File: src/rtl/instr_fetch_unit.sv
// instr_fetch_unit: sequential instruction front end.
// Holds the PC, fetches words over a req/ack instruction-memory handshake,
// presents them downstream with valid/ready, and applies jump/branch
// redirects resolved by decode/ALU.
// Optional build macro: INSTR_FETCH_DELAY_SLOT_EN enables the MIPS branch
// delay slot (the word after a taken branch/jump is always issued).
module instr_fetch_unit #(
    parameter int unsigned       ADDR_W   = 32,
    parameter logic [ADDR_W-1:0] RESET_PC = {ADDR_W{1'b0}}
) (
    input  logic              clk,
    input  logic              reset,
    output logic              imem_req,
    output logic [ADDR_W-1:0] imem_addr,
    input  logic [31:0]       imem_rdata,
    input  logic              imem_ack,
    output logic [31:0]       instr,
    output logic [5:0]        opcode,
    output logic [ADDR_W-1:0] instr_pc,
    output logic              instr_valid,
    input  logic              instr_ready,
    input  logic              redirect_valid,
    input  logic              redirect_jump,
    input  logic              redirect_branch,
    input  logic              alu_zero,
    input  logic [15:0]       br_offset,
    input  logic [25:0]       jmp_index
);

    typedef enum logic [1:0] {
        S_IDLE  = 2'd0,
        S_FETCH = 2'd1,
        S_HOLD  = 2'd2,
        S_DRAIN = 2'd3
    } state_e;

    localparam logic [ADDR_W-1:0] WORD_STEP = ADDR_W'(3'd4);

    state_e            state_q, state_d;
    logic [ADDR_W-1:0] pc_q, pc_d;
    logic [ADDR_W-1:0] addr_q, addr_d;
    logic              req_q, req_d;
    logic              valid_q, valid_d;
    logic [31:0]       instr_q, instr_d;
    logic [ADDR_W-1:0] instr_pc_q, instr_pc_d;
    logic [ADDR_W-1:0] last_pc_q, last_pc_d;
    logic              dslot_pend_q, dslot_pend_d;

    logic [ADDR_W-1:0] seq_pc_s;
    logic [ADDR_W-1:0] jump_tgt_s;
    logic [ADDR_W-1:0] br_tgt_s;
    logic [ADDR_W-1:0] target_s;
    logic              taken_s;
    logic              accept_s;
    logic              new_req_s;

    // Redirect decision and target, relative to the word after the last accepted instruction
    always_comb begin
        seq_pc_s   = last_pc_q + WORD_STEP;
        jump_tgt_s = {seq_pc_s[ADDR_W-1:28], jmp_index, 2'b00};
        br_tgt_s   = seq_pc_s + {{(ADDR_W-18){br_offset[15]}}, br_offset, 2'b00};
        taken_s    = redirect_valid & (redirect_jump | (redirect_branch & alu_zero));
        if (redirect_jump) begin
            target_s = jump_tgt_s;
        end else begin
            target_s = br_tgt_s;
        end
    end

    // Next-state, PC and held-word update for the fetch sequencer
    always_comb begin
        state_d      = state_q;
        pc_d         = pc_q;
        instr_d      = instr_q;
        instr_pc_d   = instr_pc_q;
        last_pc_d    = last_pc_q;
        dslot_pend_d = dslot_pend_q;
        accept_s     = valid_q & instr_ready;

        case (state_q)
            S_IDLE: begin
                state_d = S_FETCH;
                if (taken_s) begin
                    pc_d = target_s;
                end else begin
                    pc_d = pc_q;
                end
            end

            S_FETCH: begin
`ifdef INSTR_FETCH_DELAY_SLOT_EN
                // In-flight word is the delay slot: always kept.
                if (imem_ack) begin
                    instr_d      = imem_rdata;
                    instr_pc_d   = addr_q;
                    state_d      = S_HOLD;
                    dslot_pend_d = 1'b0;
                    if (taken_s) begin
                        pc_d = target_s;
                    end else if (dslot_pend_q) begin
                        pc_d = pc_q;           // already holds the redirect target
                    end else begin
                        pc_d = pc_q + WORD_STEP;
                    end
                end else begin
                    state_d = S_FETCH;
                    if (taken_s) begin
                        pc_d         = target_s;
                        dslot_pend_d = 1'b1;
                    end else begin
                        pc_d = pc_q;
                    end
                end
`else
                if (taken_s) begin
                    // Wrong-path fetch: discard it now or drain it later.
                    pc_d = target_s;
                    if (imem_ack) begin
                        state_d = S_FETCH;
                    end else begin
                        state_d = S_DRAIN;
                    end
                end else if (imem_ack) begin
                    instr_d    = imem_rdata;
                    instr_pc_d = addr_q;
                    pc_d       = pc_q + WORD_STEP;
                    state_d    = S_HOLD;
                end else begin
                    state_d = S_FETCH;
                end
`endif
            end

            S_HOLD: begin
`ifdef INSTR_FETCH_DELAY_SLOT_EN
                if (taken_s) begin
                    pc_d = target_s;
                end else begin
                    pc_d = pc_q;
                end
                if (accept_s) begin
                    last_pc_d = instr_pc_q;
                    state_d   = S_FETCH;
                end else begin
                    state_d = S_HOLD;
                end
`else
                if (taken_s) begin
                    pc_d    = target_s;        // held word is on the wrong path
                    state_d = S_FETCH;
                end else if (accept_s) begin
                    last_pc_d = instr_pc_q;
                    state_d   = S_FETCH;
                end else begin
                    state_d = S_HOLD;
                end
`endif
            end

            S_DRAIN: begin
                if (taken_s) begin
                    pc_d = target_s;
                end else begin
                    pc_d = pc_q;
                end
                if (imem_ack) begin
                    state_d = S_FETCH;
                end else begin
                    state_d = S_DRAIN;
                end
            end

            default: begin
                state_d = S_IDLE;
            end
        endcase

        // Outputs are decoded from the next state so they leave a flop.
        req_d     = (state_d == S_FETCH) || (state_d == S_DRAIN);
        valid_d   = (state_d == S_HOLD);
        // Address only moves when a new request starts, keeping it stable under req.
        new_req_s = req_d & (~req_q | imem_ack);
        if (new_req_s) begin
            addr_d = pc_d;
        end else begin
            addr_d = addr_q;
        end
    end

    // State and output registers with synchronous reset
    always_ff @(posedge clk) begin
        if (reset) begin
            state_q      <= S_IDLE;
            pc_q         <= RESET_PC;
            addr_q       <= RESET_PC;
            req_q        <= 1'b0;
            valid_q      <= 1'b0;
            instr_q      <= 32'h0000_0000;
            instr_pc_q   <= {ADDR_W{1'b0}};
            last_pc_q    <= {ADDR_W{1'b0}};
            dslot_pend_q <= 1'b0;
        end else begin
            state_q      <= state_d;
            pc_q         <= pc_d;
            addr_q       <= addr_d;
            req_q        <= req_d;
            valid_q      <= valid_d;
            instr_q      <= instr_d;
            instr_pc_q   <= instr_pc_d;
            last_pc_q    <= last_pc_d;
            dslot_pend_q <= dslot_pend_d;
        end
    end

    assign imem_req    = req_q;
    assign imem_addr   = addr_q;
    assign instr       = instr_q;
    assign opcode      = instr_q[31:26];
    assign instr_pc    = instr_pc_q;
    assign instr_valid = valid_q;

endmodule
File: config.mk
export PLATFORM = sky130hd
export DESIGN_NAME = instr_fetch_unit
export DESIGN_NICKNAME = d
export VERILOG_FILES = /design/src/rtl/instr_fetch_unit.sv
export SDC_FILE = /design/constraint.sdc
export NUM_CORES = 1
export LEC_CHECK = 0
export CAP_MARGIN = 10
export CORE_ASPECT_RATIO = 1.1
export CORE_MARGIN = 4
export CORE_UTILIZATION = 52
export CTS_BUF_LIST = sky130_fd_sc_hd__clkbuf_4 sky130_fd_sc_hd__clkbuf_8 sky130_fd_sc_hd__clkbuf_16
export DETAILED_ROUTE_END_ITERATION = 10
export HOLD_SLACK_MARGIN = 0.03
export MAX_ROUTING_LAYER = met4
export PLACE_DENSITY = 0.77
export SETUP_SLACK_MARGIN = 0.15
export SLEW_MARGIN = 20
export SYNTH_ARGS = -nofsm -noshare
export SYNTH_HDL_FRONTEND = slang
export SYNTH_SLANG_ARGS = --single-unit
File: constraint.sdc
create_clock -name clk -period 3.8 [get_ports clk]
set_input_delay 0.95 -clock clk [delete_from_list [all_inputs] [get_ports clk]]
set_output_delay 0.95 -clock clk [all_outputs]
set_load 0.05 [all_outputs]
==> results.ini, run 1 <==
[power]
total_power_uw=4384
p_per_area_nw_per_um2=367.8
ir_worst_vdd_mv=0.4076
power_leakage_uw=0.004569

[timing]
relSlewSlack_pct=54.60
fin_crit_sh_pct=91.88
setup_violations=0
skew_ns=0.009293
period_minus_slack_ns=3.491
hold_viol=0
tightest_slew_ns=0.6810
rsz0062_at_grt=yes
fmax_ghz=0.2864
fin_ws_ns=0.3087
drv_slew=0
setup_tns_ns=0

[route]
viasPerCell=5.685
dr_total_vias=8875
drc=0
postRouteAntennaNets=0
routedWlPerCell_um=17.59
dr.pass1.iters=5
totalWireLength_um=27460
drtIter0Drc=767

[logic_synthesis]
avgSynthCellArea_um2=7.627
ys_ff_latch=163
synth_edf_count=0
syn-cell-area_um2=8756
synthFlopType=dfxtp_1
yosysSeqAreaShare_pct=37.27
yosys_warnings=0
synth-async-reset-ratio_pct=0
ys_types=68
syn_inst=1148
syn_nets=1269

[setup_path]
cp_max_fo=7
crit_start=last_pc_q[2]
crit_path_cell_trace=nand2_1 -> nor4_4 -> buf_4 -> and2_4 -> nand3_2 -> xnor2_2 -> ha_4 -> a21o_1 -> a21oi_2 -> o21a_1 -> or3_4 -> o311ai_4 -> and4b_1 -> nor4_2 -> o2111ai_2 -> o21a_1
required_ns=4.13
crit_path_frequent_cell=o21a_1
crit_buf_inv=1
critical_path_class=register to register
crit_family=simple AND/OR/NAND/NOR gates
r2r_start=last_pc_q[2]
slowest_delay_ns=0.40
cp-end-kind=register
start_kind=register
regToRegEndpoint=imem_addr[31]
crit_path_top_delay_cell=dfxtp_4
worst_ep_arrival_time_ns=3.82
reg2reg_setup_slack_ns=0.31
r2r_cells=16

[floorplanning]
io_pins=186
die-area_um2=18980
die_y_um=144.1
placementRows=49
die_w_um=131.7
core_um2=16430
initial_core_util_pct=53.29

[cts]
clock-sinks=163
root_buffer=clkbuf_16
cts_made_buffers=17
worstSkewPairLatency_ns=0.43
cts_buffer_depth=2
hold_buffers=0
cts.clk_slew.worst_paths_ns=0.07
ctsHtreeMaxLevel=4
cts_tree=yes

[grt]
grt_use_total_pct=29.38
grt_pass1_wl_um=43440
grt_pass1_vias=8443
grt_overflow_total=0
antenna_found_initial=0
grt_max_degree=87

[layout]
final_cell_mix=273 x nand2_1, 184 x clkdlybuf4s50_1, 151 x a21oi_1
layout-drive-gt1-share_pct=11.94
layout_commonest_cell=nand2_1
design_area_um2=11920
area_growth_pct=36.11
nets=1466
fillers=1340
antenna-diode-count=0

[min_path]
holdPathStages=2
hp-class=register to register
hp-start=last_pc_q[0]
holdPathEnd=last_pc_q[0]

[placed_design]
place_area_um2=11060
post-place-ws_ns=-0.1864
placement.io_buffers=185
hpwl_um=19760
gp_congestion=0.9286

[job]
cap_violations=0

[outcome]
status=completed

cells by family (layout without fill, tap and decap cells):
group           count (synthesis)  after routing  synth area share (%)
compound gates                275            275                 18.72
buf+inv                        87            296                 4.158
flops                         163            163                 37.27
mux                             5              5                0.5859
simple gates                  499            499                 25.52
xor+xnor                       80             80                 8.088
fa+ha+maj                      39             39                 5.659
power by group:
part / switching, µW / leakage [µW] / internal (µW)
Combinational: 523 / 0.00296 / 329
Sequential: 73.2 / 0.00134 / 1790
Clock: 747 / 0.000271 / 926
cells in the mapped netlist, types with 5 or more instances:
cell,n,area [µm²]
nor2_1,78,292.8
nand4_1,18,112.6
o211ai_1,7,52.55
a21oi_1,157,785.8
nand2b_1,5,31.28
and3_1,17,106.4
xor2_1,30,262.8
nor3_1,20,100.1
dfxtp_1,163,3263
o21bai_1,5,37.54
a21o_1,13,97.59
ha_1,38,475.5
o21ai_1,14,70.07
buf_4,6,45.04
nand3_1,44,220.2
xnor2_1,49,429.2
nand2_1,275,1032
o21ai_0,14,70.07
inv_1,13,48.80
nor2b_1,5,31.28
clkbuf_1,55,206.5
o31ai_1,5,37.54
a211oi_1,25,187.7
nor4_1,5,31.28
and2_1,9,56.30
or3_1,5,31.28
buf_2,5,25.02
worst max-delay path by stage:
stage                          to  slack, ns  cells past startpoint
floorplan           imem_addr[31]       0.40                     17
global placement    imem_addr[28]      -0.09                     13
detailed placement  imem_addr[28]      -0.19                     13
CTS                 imem_addr[31]       0.16                     17
global route        imem_addr[31]       0.08                     16
finish              imem_addr[31]       0.31                     16
state kept, by name (all words and copies together), names as in the netlist:
register	cells
instr	32
instr_pc	32
last_pc_q	32
imem_addr	32
state_q	2
pc_q	32
instr_valid	1
stage by stage:
step,std cells,utilization [%],hold slack [ns]
2_1_floorplan,1148,-,0.4319
3_3_place_gp,1524,67.34,0.4388
3_5_place_dp,1524,67.34,0.4426
4_1_cts,1556,70.99,0.4519
5_1_grt,1561,72.53,0.4642
6_report,1561,72.53,0.4503
cell type report:
class	instances	area, µm²	share of cell area [%]
multi-input cells	898	5348	44.87
well taps	204	255.2	2.142
clock buffers	18	439.2	3.685
flip-flops and latches	163	3293	27.63
clock inverters	13	126.4	1.060
repair buffers	250	2400	20.14
inverters	15	56.30	0.4724
metal layers:
| metal | global-route usage [%] | routed length, µm | vias up |
|---|---|---|---|
| li1 | - | - | 4347 |
| met1 | 38.77 | 12270 | 4131 |
| met2 | 46.10 | 12600 | 350 |
| met3 | 4.906 | 1893 | 47 |
| met4 | 10.28 | 697 | 0 |
| met5 | - | 0 | - |
tightest hold or removal path: stages (launching register included):
cell and delay, ns:
dfxtp_1 0.30, nand2_1 0.05, a21oi_1 0.05
repair_timing:
item	4_1_cts	5_1_grt
resized for setup	5	53
buffers inserted	1	5
endpoints found under the setup margin	2	25
pin swaps	1	17
hold endpoints to repair	0	0
(Power assumes the default switching activity.)
==> run 2: changes to the inputs <==
--- a/config.mk
+++ b/config.mk
@@ -8,12 +8,12 @@
 export CAP_MARGIN = 10
 export CORE_ASPECT_RATIO = 1.1
 export CORE_MARGIN = 4
-export CORE_UTILIZATION = 52
+export CORE_UTILIZATION = 45
 export CTS_BUF_LIST = sky130_fd_sc_hd__clkbuf_4 sky130_fd_sc_hd__clkbuf_8 sky130_fd_sc_hd__clkbuf_16
 export DETAILED_ROUTE_END_ITERATION = 10
 export HOLD_SLACK_MARGIN = 0.03
 export MAX_ROUTING_LAYER = met4
-export PLACE_DENSITY = 0.77
+export PLACE_DENSITY = 0.68
 export SETUP_SLACK_MARGIN = 0.15
 export SLEW_MARGIN = 20
 export SYNTH_ARGS = -nofsm -noshare
==> results.ini, run 2 (same netlist as run 1, synthesis figures left out) <==
[grt]
grt_use_total_pct=25.11  ; was 29.38%
grtUsageMet1_pct=34.42  ; was 38.77%
grt_pass1_vias=8343  ; was 8,443
grt_overflow_total=0  ; unchanged
gr-usage-met2_pct=38.55  ; was 46.10%
antenna_found_initial=1  ; was 0
grt_pass1_wl_um=42860  ; was 43,440 µm
grt_busiest_layer=met2  ; unchanged
met3_usage_pct=4.947  ; was 4.906%
grt_max_degree=57  ; was 87

[power]
seqPwrFrac_pct=43.2  ; was 42.4%
p_per_area_nw_per_um2=364.2  ; was 367.8 nW/µm²
clockPowerShare_pct=37.2  ; was 38.2%
ir_worst_vdd_mv=0.3210  ; was 0.4076 mV
comb_power_share_pct=19.6  ; was 19.4%
sw_frac_of_total_pct=31.20  ; was 30.63%
p_int_uw=2963  ; was 3041 µW
power_leakage_uw=0.004538  ; was 0.004569 µW
switchingPower_uw=1343  ; about the same

[setup_path]
start_kind=register  ; unchanged
cp-end-kind=register  ; unchanged
cp_max_fo=4  ; was 7
worst_ep_arrival_time_ns=3.76  ; was 3.82 ns
reg2reg_setup_slack_ns=0.32  ; was 0.31 ns
endpoint=imem_addr[27]  ; was imem_addr[31]
crit_start=last_pc_q[9]  ; was last_pc_q[2]
required_ns=4.08  ; was 4.13 ns
critical_path_class=register to register  ; unchanged
regToRegEndpoint=imem_addr[27]  ; was imem_addr[31]
r2r_start=last_pc_q[9]  ; was last_pc_q[2]
r2r_cells=17  ; was 16

[layout]
final_cell_mix=273 x nand2_1, 184 x clkdlybuf4s50_1, 155 x a21oi_1  ; was 273 x nand2_1, 184 x clkdlybuf4s50_1, 151 x a21oi_1
layout_commonest_cell=nand2_1  ; unchanged
nets=1462  ; was 1,466
area_growth_pct=35.04  ; was 36.11%
design_area_um2=11820  ; was 11,920 µm²
layout-drive-gt1-share_pct=10.19  ; was 11.94%
final-instance-count-excl-fill=1602  ; was 1,561

[route]
drc=0  ; unchanged
drtIter0Drc=728  ; was 767
routedWlPerCell_um=17.09  ; was 17.59 µm
postRouteAntennaNets=0  ; unchanged
dr.pass1.iters=6  ; was 5
viasPerCell=5.481  ; was 5.685
totalWireLength_um=27370  ; was 27,460 µm
dr_total_vias=8780  ; was 8,875

[placed_design]
place_area_um2=11110  ; was 11,060 µm²
hpwl_um=20110  ; was 19,760 µm
gp_congestion=0.9307  ; was 0.9286
placement.io_buffers=185  ; unchanged
place_inst=1566  ; was 1,524
post-place-ws_ns=-0.1478  ; was -0.1864 ns

[outcome]
status=completed  ; unchanged

[cts]
cts_tree=yes  ; unchanged
cts.clk_slew.worst_paths_ns=0.07  ; about the same
ctsHtreeMaxLevel=4  ; unchanged
worstSkewPairLatency_ns=0.42  ; was 0.43 ns
hold_buffers=0  ; unchanged
cts_made_buffers=17  ; unchanged
clock-sinks=163  ; unchanged
root_buffer=clkbuf_16  ; unchanged
cts_buffer_depth=2  ; unchanged

[timing]
tightest_slew_ns=0.6033  ; was 0.6810 ns
drv_slew=0  ; unchanged
setup_violations=0  ; unchanged
period_minus_slack_ns=3.481  ; was 3.491 ns
fmax_ghz=0.2873  ; was 0.2864 GHz
fin_crit_sh_pct=91.60  ; was 91.88%
hold_viol=0  ; unchanged
rsz0062_at_grt=yes  ; unchanged
skew_ns=0.008096  ; was 0.009293 ns
relSlewSlack_pct=59.78  ; was 54.60%
fin_ws_ns=0.3192  ; was 0.3087 ns

[min_path]
hp-class=register to register  ; unchanged

[floorplanning]
die_y_um=154.3  ; was 144.1 µm
core_um2=19100  ; was 16,430 µm²
die_w_um=141  ; was 131.7 µm
io_pins=186  ; unchanged
initial_core_util_pct=45.85  ; was 53.29%
placementRows=53  ; was 49
die-area_um2=21760  ; was 18,980 µm²

[job]
cap_violations=0  ; unchanged

run 2: cell types whose count changed in the layout (fill, tap and decap cells not counted), sizes merged:
cell | before | now
clkinvlp | 3 | 1
buf | 66 | 62
bufinv | 1 | 0
diode | 0 | 1
inv | 19 | 20
clkinv | 5 | 8
run 2: repair_timing:
item                                   4_1_cts  5_1_grt
resized for setup                            5       33
setup endpoints to repair                    2       22
buffers inserted                             0        3
pin swaps                                    0       13
endpoints found under the hold margin        0        0
run 2: area by class of cell:
class | count | area (µm²)
fill | 1747 | 7274
multi-input combinational | 898 | 5253
sequential | 163 | 3288
timing repair buffer | 246 | 2377
clock buffer | 18 | 432.9
tap | 247 | 309.0
clock inverter | 14 | 105.1
inverter | 15 | 56.30
antenna | 1 | 2.502
run 2: layer usage:
layer / vias up / wire length (µm)
met5: - / 0
met4: 0 / 501
met3: 35 / 1725
met2: 287 / 12380
met1: 4107 / 12770
li1: 4351 / -
run 2: metrics by stage:
stage | power, µW | setup TNS, ns | hold slack (ns) | utilization [%]
after global routing | 4462 | 0 | 0.4695 | 61.91
after detailed placement | 2736 | -0.5371 | 0.4443 | 58.18
after global placement | 2730 | -0.09887 | 0.4371 | 58.18
after CTS | 4329 | 0 | 0.4536 | 61.16
after floorplan | 2386 | 0 | 0.4319 | -
final | 4306 | 0 | 0.4520 | 61.91
run 2: worst min-delay path by stage:
stage                       startpoint           end  slack (ns)  depth (start not counted)
after floorplan           last_pc_q[0]  last_pc_q[0]        0.43                          2
after global placement    last_pc_q[0]  last_pc_q[0]        0.44                          2
after detailed placement  last_pc_q[0]  last_pc_q[0]        0.44                          2
after CTS                 last_pc_q[0]  last_pc_q[0]        0.45                          2
after global routing      last_pc_q[1]  last_pc_q[1]        0.47                          2
final                     last_pc_q[0]  last_pc_q[0]        0.45                          2
run 2: critical path, cell delays in order, from the launching register on:
cell and delay (ns):
dfxtp_2 0.37, and3_1 0.19, nand3_1 0.12, nor2_2 0.15, buf_12 0.13, nand2_1 0.06
xnor2_1 0.13, ha_1 0.35, nand2_1 0.11, nor4_2 0.31, a311oi_2 0.09, nand4b_1 0.15
nand2_2 0.10, buf_4 0.16, o311ai_1 0.37, xnor2_1 0.23, o2111ai_1 0.23, a21oi_1 0.09
run 2: power groups by stage:
stage,sequential (µW),clock [µW],combinational (µW)
after detailed placement,1900,0,836
after global placement,1900,0,833
after floorplan,2070,0,313
after CTS,1860,1620,842
final,1860,1600,845
after global routing,1870,1690,899
==> RTL change 1, RTL diff (flow settings as in run 2) <==
The option `INSTR_FETCH_DELAY_SLOT_EN` is turned on by a define.
--- a/src/rtl/instr_fetch_unit.sv
+++ b/src/rtl/instr_fetch_unit.sv
@@ -4,6 +4,8 @@
 // redirects resolved by decode/ALU.
 // Optional build macro: INSTR_FETCH_DELAY_SLOT_EN enables the MIPS branch
 // delay slot (the word after a taken branch/jump is always issued).
+`define INSTR_FETCH_DELAY_SLOT_EN
+
 module instr_fetch_unit #(
     parameter int unsigned       ADDR_W   = 32,
     parameter logic [ADDR_W-1:0] RESET_PC = {ADDR_W{1'b0}}
Function: changed (Yosys sat finds a counterexample within 4 cycles, from zero or initial values and one cycle with reset high).
==> RTL change 1 against run 2 <==
- first-iteration DRC count decreased by 22%
- sequential cell count increased by 1
- synthesized area increased by 1.5%
- highest routed layer unchanged
- setup slack got worse by 83 ps
- final area increased by 3.5%
- routed wire length increased by 11%
- largest power group unchanged
- total power increased by 2.3%
- count of clock-buffer cells in the layout decreased by 1
- non-clock buffer count increased by 35
==> RTL change 1: results (changes against run 2) <==
Parameter                              Value

Worst setup path
  Worst-path cell with the longest stage delay ... or4_4 (was dfxtp_2)
  Maximum single-stage delay on the critical path ... 500 ps (was 370 ps)
  Arrival time worst endpoint ... 3940 ps (was 3760 ps)

Global route
  Number of antenna violations at the first check in global routing ... 0 (was 1)
  Global-route wire length before repair ... 45,900 um (was 42,900 um)
  Maximum number of pins on one net before global-route repair ... 94 (was 57)
  Via count of the first global-routing pass ... 8,668 (was 8,343)
  Met2 usage ... 45.8% (was 38.5%)
  GR Util met3 ... 5.78% (was 4.95%)
  Met1 Resource Use GR ... 31.8% (was 34.4%)
  GR Util All Layers ... 27.5% (was 25.1%)

Clock network
  Worst-skew pair later-pin latency ... 440 ps (was 420 ps)
  Clock slew at the register clock pins of the worst setup and hold paths ... 70 ps (about the same)

Place
  GP Congestion ... 0.906 (was 0.931)
  Setup slack after placement ... -161 ps (was -148 ps)
  Instance count after placement with tap cells included ... 1,597 (was 1,566)
  Cell area after placement ... 11,400 um2 (was 11,100 um2)
  Detailed-placement wirelength estimate ... 22,500 um (was 20,100 um)

Timing
  Max-slew headroom ... 48.1% (was 59.8%)
  Layout Skew ... 13.9 ps (was 8.10 ps)

Synthesis
  Register area share after synthesis ... 37.0% (was 37.3%)
  Number of distinct library cells after synthesis ... 68 (unchanged)
  Nets in the synthesized netlist ... 1,268 (was 1,269)
  Syn Inst Count ... 1,149 (was 1,148)
  Most frequent cells after synthesis ... nand2_1, dfxtp_1, a21oi_1, nor2_1, clkbuf_1 (unchanged)
  Cell types occupying the most area after synthesis ... dfxtp_1, nand2_1, a21oi_1 (unchanged)

Pwr
  Power per cell area ... 360 nW/um2 (was 364 nW/um2)
  Maximum vdd drop ... 0.301 mV (was 0.321 mV)

Detailed routing
  Average wire per cell in the routed design ... 18.5 um (was 17.1 um)
  Number of design-rule violations left by the first detailed-router iteration ... 570 (was 728)
  Number of search-and-repair iterations in the first detailed-routing pass ... 5 (was 6)
  Vias per cell ... 5.53 (was 5.48)
  Vias after detailed routing ... 9,069 (was 8,780)

Status
  Status ... finished clean (unchanged)

Layout
  Fraction of final layout cells with drive strength greater than 1 ... 13.7% (was 10.2%)
  Inserted Diodes ... 0 (was 1)
  Filler cells ... 1,732 (was 1,747)
  Post-layout net count ... 1,498 (was 1,462)

Die
  Die W ... 142 um (was 141 um)
[RTL change 1: cells by family (layout without fill, tap and decap cells)]
logic type | count (synthesis) | in the layout | share of synthesized area (%)
fa+ha+maj | 37 | 37 | 5.30
buf+inv | 84 | 327 | 4.38
xor+xnor | 79 | 79 | 7.79
mux | 6 | 6 | 0.676
compound gates | 291 | 291 | 20.1
simple gates | 488 | 488 | 24.8
flops | 164 | 164 | 37.0
[RTL change 1: path summary, 6_finish.rpt]
| kind | start | endpoint | slack, ps | cells past startpoint |
|---|---|---|---|---|
| worst max-delay path | last_pc_q[6] | imem_addr[31] | 240 | 14 |
| worst min-delay path | instr[15] | instr[15] | 450 | 2 |
| worst max register to register | last_pc_q[6] | imem_addr[31] | 240 | 14 |
| worst min register to register | instr[15] | instr[15] | 450 | 2 |
[RTL change 1: layer usage]
| metal | up-vias | part of all wire, % |
|---|---|---|
| li1 | 4438 | - |
| met1 | 4271 | 40 |
| met2 | 302 | 50 |
| met3 | 58 | 6.3 |
| met4 | 0 | 4.2 |
| met5 | - | 0 |
[RTL change 1: report_power, final]
part           leakage [nW]  internal [mW]  total (mW)  switching (mW)
Clock                 0.285          0.880        1.72           0.837
Sequential             1.34           1.79        1.87          0.0775
Combinational          3.19          0.314       0.815           0.500
Total                  4.82           2.99        4.40            1.41
[RTL change 1: timing repair]
item	4_1_cts	5_1_grt
hold buffers	0	0
pin swaps	0	33
resized for setup	6	47
endpoints found under the setup margin	2	25
hold endpoints to repair	0	0
setup buffers	0	10
[RTL change 1: final cells by class]
cell class | count | area share [%]
clock buffer | 17 | 3.48
clock inverter | 15 | 1.30
inverter | 14 | 0.429
multi-input combinational | 901 | 44.2
sequential | 164 | 26.9
tap | 247 | 2.52
timing repair buffer | 281 | 21.1
==> RTL change 2, RTL diff (config.mk and constraints of run 2) <==
Made on the original files. Make the reset (`reset`) asynchronous in one clocked block. Comments in the files are not updated.
--- a/src/rtl/instr_fetch_unit.sv
+++ b/src/rtl/instr_fetch_unit.sv
@@ -188,7 +188,7 @@
     end
 
     // State and output registers with synchronous reset
-    always_ff @(posedge clk) begin
+    always_ff @(posedge clk or posedge reset) begin
         if (reset) begin
             state_q      <= S_IDLE;
             pc_q         <= RESET_PC;
Behaviour: differs if reset is asserted again (counterexample within 4 cycles, from zero or initial values and one cycle with reset high); with reset held inactive, the same outputs for 4 cycles.
==> RTL change 2 against run 2 <==
- critical path depth fell by 3
- synthesized cell count shrank 24%
- setup slack worse by 35 ps
- count of clock-buffer cells in the layout decreased by 1
- final area increased by 5.8%
- synthesized area is 4.9% higher
- routed wire length fell by 5.8%
- cell count fell by 14%
- clock skew increased by 7.0 ps
- sequential cell count unchanged
- largest cell class unchanged
Power is not compared: it rests on default switching activity, and its combinational part moved more than twofold at a synthesized area within 25%.
==> RTL change 2: results (changes against run 2) <==
Parameter                              Value

Place
  GP Congestion ... 1.01 (was 0.931)
  Instance count after placement with tap cells included ... 1,339 (was 1,566)
  Cell area after placement ... 11,800 um2 (was 11,100 um2)
  Detailed-placement wirelength estimate ... 18,800 um (was 20,100 um)

Worst setup path
  Crit path from ... last_pc_q[2] (was last_pc_q[9])
  Capture point of the critical path ... imem_addr[28] (was imem_addr[27])
  Critical path peak fanout ... 5 (was 4)
  Worst-path cell with the longest stage delay ... dfrtp_1 (was dfxtp_2)
  Reg-to-reg setup timing slack ... 280 ps (was 320 ps)
  R2r worst-path depth ... 14 (was 17)

Clock network
  Inserted Clock Buffers ... 17 (unchanged)
  Worst-skew pair later-pin latency ... 440 ps (was 420 ps)
  PostCTS Resize Cnt ... 3 (was 5)

Synthesis
  Cell types occupying the most area after synthesis ... dfrtp_1, mux2_2, ha_1 (was dfxtp_1, nand2_1, a21oi_1)
  Leading register cell type out of synthesis ... dfrtp_1 (was dfxtp_1)
  Mean instance size in the synthesized netlist ... 10.5 um2 (was 7.63 um2)

Detailed routing
  Average wire per cell in the routed design ... 18.8 um (was 17.1 um)
  Vias after detailed routing ... 7,532 (was 8,780)
  WL met3 ... 1190 um (was 1730 um)
  WL met2 ... 12,400 um (about the same)
  Met1 Routed Length ... 11,700 um (was 12,800 um)
  Routed WL ... 25,800 um (was 27,400 um)

Timing
  Layout Skew ... 15.1 ps (was 8.10 ps)
  Timing-limited maximum frequency ... 0.284 GHz (was 0.287 GHz)
  Max-slew headroom ... 57.9% (was 59.8%)

Global route
  Global-route wire length before repair ... 40,900 um (was 42,900 um)
  Met1 Resource Use GR ... 32.0% (was 34.4%)
  GR Util All Layers ... 23.8% (was 25.1%)
  Via count of the first global-routing pass ... 7,626 (was 8,343)
  GR Util met3 ... 4.65% (was 4.95%)

Status
  Status ... finished clean (unchanged)

Layout
  Post-layout net count ... 1,229 (was 1,462)
==> RTL change 2: critical path, delay by kind of cell (launching register included) <==
family                   cells  cell delay (ps)
multiplexers                 2              510
flip-flops                   1              440
XOR/XNOR                     1              140
AND/OR/NAND/NOR              4              690
AO/OA/AOI/OAI                6             1300
adder cells (fa/ha/maj)      1              340
==> RTL change 2: cells by family after synthesis <==
family                     Yosys count  synth area share (%)
muxes                              128                  15.6
DFF                                163                  44.4
xor gates and xnor gates            73                  7.04
and+or+nand+nor                    235                  12.7
adders and majority gates           39                  5.39
AOI/OAI and AO/OA                  173                  12.1
buffers and inverters               61                  2.85
==> RTL change 2: layout make-up <==
class / count / area (um2)
clock inverters: 15 / 180
flip-flops and latches: 163 / 4080
fillers: 1656 / 7420
well taps: 252 / 315
repair buffers: 257 / 2450
inverters: 21 / 82.6
multi-input cells: 648 / 4980
diodes: 1 / 2.50
clock buffers: 17 / 425
